[src/rtl/image_pkg.sv]
// ---------------------------------------------------------------------------
// image_pkg : FSM encoding, clog2 helper and shared lane/pixel/RAM defaults
// Rev 1.0
// ---------------------------------------------------------------------------
`default_nettype none

package image_pkg;

  localparam int CH_DEFAULT    = 8;
  localparam int PIX_W_DEFAULT = 10;
  localparam int RAM_W_DEFAULT = 16;

  typedef enum logic [0:0] {
    ST_IDLE   = 1'b0,
    ST_SERIAL = 1'b1
  } state_t;

  function automatic int clog2(input int value);
    int r;
    r = 0;
    for (int i = 0; i < 31; i++) begin
      if ((1 << i) < value) r = i + 1;
    end
    return r;
  endfunction

endpackage

`default_nettype wire

[src/rtl/image_lane_mux.sv]
// ---------------------------------------------------------------------------
// image_lane_mux : registered CH:1 lane selector, PIX_W bits per lane
// Rev 1.0
// ---------------------------------------------------------------------------
`default_nettype none

module image_lane_mux
  import image_pkg::*;
#(
  parameter int CH    = CH_DEFAULT,
  parameter int PIX_W = PIX_W_DEFAULT
) (
  input  logic                  clk,
  input  logic                  rst_n,
  input  logic                  en,
  input  logic [clog2(CH)-1:0]  sel,
  input  logic [CH*PIX_W-1:0]   lanes,
  output logic [PIX_W-1:0]      pix
);

  logic [PIX_W-1:0] lane_arr [CH];

  for (genvar g = 0; g < CH; g++) begin : g_lane
    assign lane_arr[g] = lanes[g*PIX_W +: PIX_W];
  end

  always_ff @(posedge clk or negedge rst_n) begin
    if (!rst_n) begin
      pix <= '0;
    end else if (en) begin
      pix <= lane_arr[sel];
    end
  end

endmodule

`default_nettype wire

[src/rtl/image_ram_writer.sv]
// ---------------------------------------------------------------------------
// image_ram_writer : serialises CH-lane CMOS beats into ping-pong line-RAM writes
// Rev 1.0
// ---------------------------------------------------------------------------
`default_nettype none

module image_ram_writer
  import image_pkg::*;
#(
  parameter int CH          = CH_DEFAULT,
  parameter int PIX_W       = PIX_W_DEFAULT,
  parameter int RAM_W       = RAM_W_DEFAULT,
  parameter int ADDR_W      = 8,
  parameter bit MIRROR_EVEN = 1'b1
) (
  input  logic                clk_cmos,
  input  logic                rst_n,
  input  logic                frame,
  input  logic                training_pattern,
  input  logic                cmos_data_pulse,
  input  logic [CH*PIX_W-1:0] image_data,
  output logic [RAM_W-1:0]    ram_wdata,
  output logic [ADDR_W-1:0]   ram_addr,
  output logic [1:0]          ram_we,
  output logic                bank_swap_pulse,
  output logic                overflow,
  output logic                busy
);

  localparam int K_W  = clog2(CH);
  localparam int BC_W = ADDR_W - K_W;

  state_t              state;
  logic [K_W-1:0]      k;
  logic [CH*PIX_W-1:0] hold;
  logic                p;
  logic [BC_W-1:0]     bcnt;
  logic                bank;
  logic                beat_p;
  logic [BC_W-1:0]     beat_bcnt;
  logic                beat_bank;
  logic                last_word;
  logic [PIX_W-1:0]    pix;

  logic            pulse_ok;
  logic            last_k;
  logic            accept;
  logic            drop;
  logic [K_W-1:0]  j;

  assign pulse_ok = cmos_data_pulse & ~training_pattern & ~frame;
  assign last_k   = (state == ST_SERIAL) && (k == K_W'(CH - 1));
  assign accept   = pulse_ok & ((state == ST_IDLE) | last_k);
  assign drop     = pulse_ok & (state == ST_SERIAL) & ~last_k;
  // Even-parity beats land lane-reversed within their CH-word slot.
  assign j        = (MIRROR_EVEN && !beat_p) ? (K_W'(CH - 1) - k) : k;

  always_ff @(posedge clk_cmos or negedge rst_n) begin
    if (!rst_n) begin
      state           <= ST_IDLE;
      k               <= '0;
      hold            <= '0;
      p               <= 1'b0;
      bcnt            <= '0;
      bank            <= 1'b0;
      beat_p          <= 1'b0;
      beat_bcnt       <= '0;
      beat_bank       <= 1'b0;
      last_word       <= 1'b0;
      ram_addr        <= '0;
      ram_we          <= '0;
      bank_swap_pulse <= 1'b0;
      overflow        <= 1'b0;
      busy            <= 1'b0;
    end else if (frame) begin
      state           <= ST_IDLE;
      k               <= '0;
      p               <= 1'b0;
      bcnt            <= '0;
      bank            <= 1'b0;
      last_word       <= 1'b0;
      ram_we          <= '0;
      bank_swap_pulse <= 1'b0;
      overflow        <= 1'b0;
      busy            <= 1'b0;
    end else begin
      ram_we    <= '0;
      last_word <= 1'b0;
      if (state == ST_SERIAL) begin
        ram_we[beat_bank] <= 1'b1;
        ram_addr          <= {beat_bcnt, j};
        last_word         <= last_k && (&beat_bcnt);
      end
      bank_swap_pulse <= last_word;

      if (drop) overflow <= 1'b1;

      if (accept) begin
        hold      <= image_data;
        beat_p    <= p;
        beat_bcnt <= bcnt;
        beat_bank <= bank;
        p         <= ~p;
        bcnt      <= bcnt + BC_W'(1);
        if (&bcnt) bank <= ~bank;
      end

      case (state)
        ST_IDLE: begin
          if (accept) begin
            state <= ST_SERIAL;
            k     <= '0;
            busy  <= 1'b1;
          end
        end
        ST_SERIAL: begin
          if (last_k) begin
            k <= '0;
            if (!accept) begin
              state <= ST_IDLE;
              busy  <= 1'b0;
            end
          end else begin
            k <= k + K_W'(1);
          end
        end
        default: begin
          state <= ST_IDLE;
          busy  <= 1'b0;
        end
      endcase
    end
  end

  image_lane_mux #(
    .CH    (CH),
    .PIX_W (PIX_W)
  ) u_lane_mux (
    .clk   (clk_cmos),
    .rst_n (rst_n),
    .en    ((state == ST_SERIAL) && !frame),
    .sel   (k),
    .lanes (hold),
    .pix   (pix)
  );

  assign ram_wdata = RAM_W'(pix);

endmodule

`default_nettype wire

[config.mk]
export PLATFORM = sky130hd
export DESIGN_NAME = image_ram_writer
export DESIGN_NICKNAME = d
export VERILOG_FILES = /design/src/rtl/image_pkg.sv /design/src/rtl/image_lane_mux.sv /design/src/rtl/image_ram_writer.sv
export SDC_FILE = /design/constraint.sdc
export NUM_CORES = 1
export LEC_CHECK = 0
export ABC_CLOCK_PERIOD_IN_PS = 3600
export BUFFER_PORTS_ARGS = -buffer_cell sky130_fd_sc_hd__buf_4
export CORE_MARGIN = 4
export CORE_UTILIZATION = 45
export DETAILED_ROUTE_END_ITERATION = 7
export GPL_ROUTABILITY_DRIVEN = 1
export PLACE_DENSITY = 0.68
export SYNTH_ARGS = -nofsm -noshare
export SYNTH_HDL_FRONTEND = slang
export SYNTH_SLANG_ARGS = --single-unit
[constraint.sdc]
create_clock -name clk_cmos -period 3.6 [get_ports clk_cmos]
set_clock_uncertainty 0.2 [all_clocks]
set_input_delay 0.18 -clock clk_cmos [delete_from_list [all_inputs] [get_ports clk_cmos]]
set_output_delay 0.18 -clock clk_cmos [all_outputs]
set_load 0.05 [all_outputs]
==> impl_metrics.ini, run 1 <==
[final_layout]
stdcell_count = 743
final_layout_size_suffix_gt1_share_pct = 37.67
design_area_um2 = 7710
num-fill-cells = 825
layout_commonest_cell = dfrtp_1
layout_common_cells = dfrtp_1, buf_4, dlygate4sd3_1
num_antenna_cells = 0
finalNetCount = 677
multi_input_area_um2 = 2152
syn_to_final_growth_pct = 42.34
seqCellArea_um2 = 3054

[floorplan]
fp.coreArea_um2 = 11610
fp.dieArea_um2 = 13860
die_w_um = 117.7
ios = 114
rows = 39
start_util_pct = 46.64
die_height_um = 117.7

[cts]
cts_made_buffers = 17
cts.repair.resized = 0
cts_tree = yes
clockBufferDepth = 2
clock_latency_ns = 0.41
cts_root_buffer = clkbuf_16
path_clk_slew_ns = 0.06
cts.sinks = 122
htree_levels = 4

[yosys]
synth_flop_cell = dfrtp_1
synth_cell_types = 33
synthArstFlopShare_pct = 100.0
yosysTopAreaCell = dfrtp_1
yosysWarnings = 0
ys_seq_area_share_pct = 56.36
synth_cells = 400
syn_avg_cell_area_um2 = 13.54
synth-seq-cells = 122
synth_area_um2 = 5416
synth_area_leaders = dfrtp_1, mux2_2, mux2_1
synth_top_area_share_pct = 56.36
synth_edf_count = 0

[sta]
finalMaxSlewViolations = 0
fin_ws_ns = 0.8689
maxSlewHeadroom_pct = 37.92
hold_viol = 0
min_period_ns = 2.731
rsz0062_at_grt = no
tightest_slew_ns = 0.9311
setup_violations = 0
fin_tns_setup_ns = 0
fmax_ghz = 0.3662
finalCritPeriodShare_pct = 75.86

[power]
finalPower_w = 0.004418
p_clk_share_pct = 39.4
p_per_area_nw_per_um2 = 573.0
p_int_w = 0.003249
comb_power_share_pct = 20.6
vdd_drop_max_mv = 0.2567
seq_power_share_pct = 40.0
power_leakage_nw = 3.532
switchingPower_w = 0.001169
p_sw_share_pct = 26.46

[worst_setup_path]
startpoint_type = register
path_max_fanout = 59
cp_common_cell = ha_1
cp-end-kind = register
slowest_delay_ns = 0.62
worstPathRequired_ns = 3.69
cp_data_arrival_time_ns = 2.82
path_buf_inv = 1
worst-setup-path-type = register to register
cp_top_family = buffers and inverters
cpMaxStageDelayCell = buf_4
crit_chain = ha_1, ha_1, and2b_1, nor3_4, buf_4, mux2_2

[placement]
place_ws_ns = 0.8899
post-dp-hpwl_um = 8374
io_buffers = 107
dpl_cell_area_um2 = 6256
place.gp.congestion = 0.7972
dp_cells = 628

[drt]
ant_nets = 0
wl_um = 13150
drc = 0
vias_per_cell = 5.124
wl_per_cell_um = 17.70
drt-initial-drc-count = 262
drt_pass1_iterations = 4
num_vias = 3807

[global_route]
grt_max_degree = 76
grt_antenna_before_repair = 0
grt-ovfl-total = 0
grtUsageTotal_pct = 20.53
grt_pass1_wl_um = 22380
grt_pass1_vias = 4210

[min_path]
hold_class = input pin to register

[run]
drv_cap = 0

[status]
status = completed
-- worst reg2reg max path, delay by kind of cell (launching register included) --
kind | cells | cell delay, ns
fa+ha+maj | 2 | 0.35
buf+inv | 1 | 0.62
flops | 1 | 0.45
mux | 1 | 0.48
simple gates | 2 | 0.53
-- cells by family after synthesis --
logic type	Yosys count	share of synthesized area (%)
buffers and inverters	39	4.250
multiplexers	131	26.77
adder cells (fa/ha/maj)	4	0.9240
AND/OR/NAND/NOR	46	4.482
other	1	0.06923
flip-flops	122	56.36
XOR/XNOR	3	0.4852
AO/OA/AOI/OAI	54	6.653
-- power groups by stage --
| stage | registers (W) | clock network, W | logic (W) |
|---|---|---|---|
| final | 0.00177 | 0.00174 | 0.000909 |
| after global routing | 0.00180 | 0.00184 | 0.000983 |
| after detailed placement | 0.00179 | 0 | 0.000838 |
| after floorplan | 0.00192 | 0 | 0.000409 |
| after global placement | 0.00177 | 0 | 0.000819 |
| after CTS | 0.00177 | 0.00177 | 0.000916 |
-- cells in the mapped netlist, types with 8 or more instances --
cell type	number
o31ai_1	13
clkbuf_1	9
a22o_1	10
nand2_1	16
o21ai_0	8
buf_4	12
dfrtp_1	122
mux2i_1	20
mux2_2	81
o22ai_1	10
a21oi_1	11
mux2_1	30
-- path summary, 6_finish.rpt --
check	cells past startpoint	end	slack, ns	start
worst min register to register	1	bank_swap_pulse	0.27	last_word
min in group asynchronous	2	ram_addr[0]	0.26	rst_n
worst max register to register	6	hold[43]	0.87	k[1]
worst max-delay path	6	hold[43]	0.87	k[1]
worst min-delay path	4	bcnt[4]	0.05	cmos_data_pulse
max in group asynchronous	3	hold[22]	1.92	rst_n
-- registers in the layout, indices dropped and copies added, names as in the netlist --
name and cells:
beat_bcnt 5, ram_we 2, beat_p 1, bank 1
u_lane_mux.pix 10, busy 1, k 3, hold 80
bank_swap_pulse 1, p 1, state 1, bcnt 5
ram_addr 8, beat_bank 1, last_word 1, overflow 1
-- repair_timing --
action / in CTS / in global routing
hold endpoints to repair: 167 / 0
hold buffers: 84 / 0
setup buffers: 0 / 0
-- routing by layer --
layer | track usage [%] | vias to the layer above | routed length (µm)
met5 | 0 | - | 0
met4 | 6.374 | 0 | 208
met3 | 6.247 | 18 | 686
met2 | 32.38 | 100 | 6405
met1 | 27.36 | 1882 | 5851
li1 | - | 1807 | -
-- through the flow --
| step | hold WS [ns] | utilization (%) |
|---|---|---|
| global placement | 0.1792 | 53.87 |
| detailed placement | 0.1798 | 53.87 |
| floorplan | -0.3156 | - |
| finish | 0.04644 | 66.39 |
| CTS | 0.02817 | 66.39 |
| global route | 0.03680 | 66.39 |
-- final cells by class --
class	count	share of cell area [%]
tap	143	2.321
inverter	6	0.2921
sequential	122	39.61
clock buffer	23	6.459
clock inverter	8	1.493
timing repair buffer	197	21.91
multi-input combinational	244	27.91
Note: power is estimated with default switching activity, not from simulation.
==> inputs of run 2 (changes only) <==
ABC_CLOCK_PERIOD_IN_PS = 2800   (was 3600)
clock period = 2.8 ns   (was 3.6 ns; I/O delays follow)
==> run 2 against run 1 <==
- via count fell by 0.29%
- clock power rose by 8%
- cell count fell by 0.13%
- worst setup slack got worse by 0.34 ns
- sequential cell count did not move
- critical endpoint is now hold[36]
==> impl_metrics.ini, run 2 (synthesis results as in run 1) <==
[placement]
io_buffers = 107
post-dp-hpwl_um = 8398
place.gp.congestion = 0.7875
dp_cells = 630

[worst_setup_path]
worst-setup-path-type = register to register
worstPathRequired_ns = 2.90
r2r_cells = 6
cp_data_arrival_time_ns = 2.37
startpoint_type = register
path_max_fanout = 45
cp-end-kind = register

[drt]
wl_um = 13170
drt-initial-drc-count = 196
ant_nets = 0
wl_met3_um = 608
wl_met2_um = 6532
vias_per_cell = 5.116
drt_pass1_iterations = 4
num_vias = 3796
routed.top_layer = met4
wl_met1_um = 5816
wl_per_cell_um = 17.74
drc = 0

[sta]
fin_tns_setup_ns = 0
rsz0062_at_grt = no
setup_violations = 0
maxSlewHeadroom_pct = 52.42
finalCritPeriodShare_pct = 81.08
hold_viol = 0
fmax_ghz = 0.4405
min_period_ns = 2.270
tightest_slew_ns = 0.7123
finalMaxSlewViolations = 0

[cts]
path_clk_slew_ns = 0.05
cts_made_buffers = 17
cts_root_buffer = clkbuf_16
cts.sinks = 122
clockBufferDepth = 2
cts_tree = yes
clock_latency_ns = 0.41
htree_levels = 4
cts.repair.resized = 0

[final_layout]
finalNetCount = 679
reg.largest.list = hold x80, u_lane_mux.pix x10, ram_addr x8
num_antenna_cells = 0
final_layout_size_suffix_gt1_share_pct = 37.06
layout_commonest_cell = dfrtp_1
layout_common_cells = dfrtp_1, buf_4, dlygate4sd3_1
regMostFlops = hold
syn_to_final_growth_pct = 41.26
largest_reg_flops = 80
num-fill-cells = 890
stdcell_count = 742
fin_util_pct = 65.88

[global_route]
grt_antenna_before_repair = 0
grt_pass1_vias = 4208
grtUsageTotal_pct = 20.30
grt_pass1_wl_um = 22040
grt-ovfl-total = 0
grt_max_degree = 54

[floorplan]
fp.dieArea_um2 = 13860
start_util_pct = 46.64
fp.coreArea_um2 = 11610
die_w_um = 117.7
rows = 39
ios = 114
die_height_um = 117.7

[power]
p_int_w = 0.003851
p_per_area_nw_per_um2 = 696.1
p_sw_share_pct = 27.69
comb_power_share_pct = 22.1
vdd_drop_max_mv = 0.4106
seq_power_share_pct = 42.6
p_clk_share_pct = 35.3
switchingPower_w = 0.001475
power_leakage_nw = 3.493

[min_path]
hold_class = input pin to asynchronous set/reset pin

[run]
drv_cap = 0

[status]
status = completed
==> run 2: worst max-delay path: stages, from the launching register on <==
cell and delay, ns:
dfrtp_1 0.44, ha_1 0.19, ha_1 0.17, and2b_1 0.23, nor3_4 0.23, buf_12 0.28
mux2_2 0.38
==> run 2: layout make-up <==
class                           instances  area [µm²]  area share [%]
Clock buffer                           24       481.7           6.296
Clock inverter                          4       20.02          0.2617
Inverter                                6       22.52          0.2944
Multi-Input combinational cell        244        2152           28.13
Sequential cell                       122        3054           39.92
Tap cell                              143       178.9           2.339
Timing Repair Buffer                  199        1742           22.76
==> run 2: worst paths after layout <==
kind,start,to,slack [ns]
max in group asynchronous,rst_n,hold[25],1.56
max reg2reg,k[1],hold[36],0.53
max,k[1],hold[36],0.53
min,rst_n,hold[7],0.11
min reg2reg,beat_bank,ram_we[0],0.25
min in group clk_cmos,beat_bank,ram_we[0],0.25
==> run 2: power by group through the flow <==
stage               Combinational (W)  Clock [W]  Sequential [W]
detailed placement            0.00108          0         0.00230
global placement              0.00106          0         0.00228
global route                  0.00127    0.00200         0.00231
CTS                           0.00119    0.00191         0.00227
finish                        0.00118    0.00188         0.00227
floorplan                    0.000526          0         0.00246
==> run 2: metrics by stage <==
stage / worst slack, ns / hold WS, ns / area, µm² / total power [W]
floorplan: 0.7988 / -0.3556 / 5435 / 0.002988
global placement: 0.6314 / 0.01896 / 6309 / 0.003344
detailed placement: 0.5521 / 0.02354 / 6309 / 0.003388
CTS: 0.5274 / 0.1212 / 7651 / 0.005373
global route: 0.3941 / 0.1858 / 7651 / 0.005583
finish: 0.5298 / 0.1078 / 7651 / 0.005326
==> run 2: what timing repair did <==
item | CTS | global route
buffers inserted | 0 | 0
setup endpoints to repair | 0 | 0
endpoints found under the hold margin | 146 | 0
hold buffers | 84 | 0
==> run 2: layer usage <==
layer / track usage [%] / vias up
met3: 6.199 / 18
met5: 0 / -
met1: 25.48 / 1876
li1: - / 1804
met2: 33.35 / 98
met4: 7.179 / 0
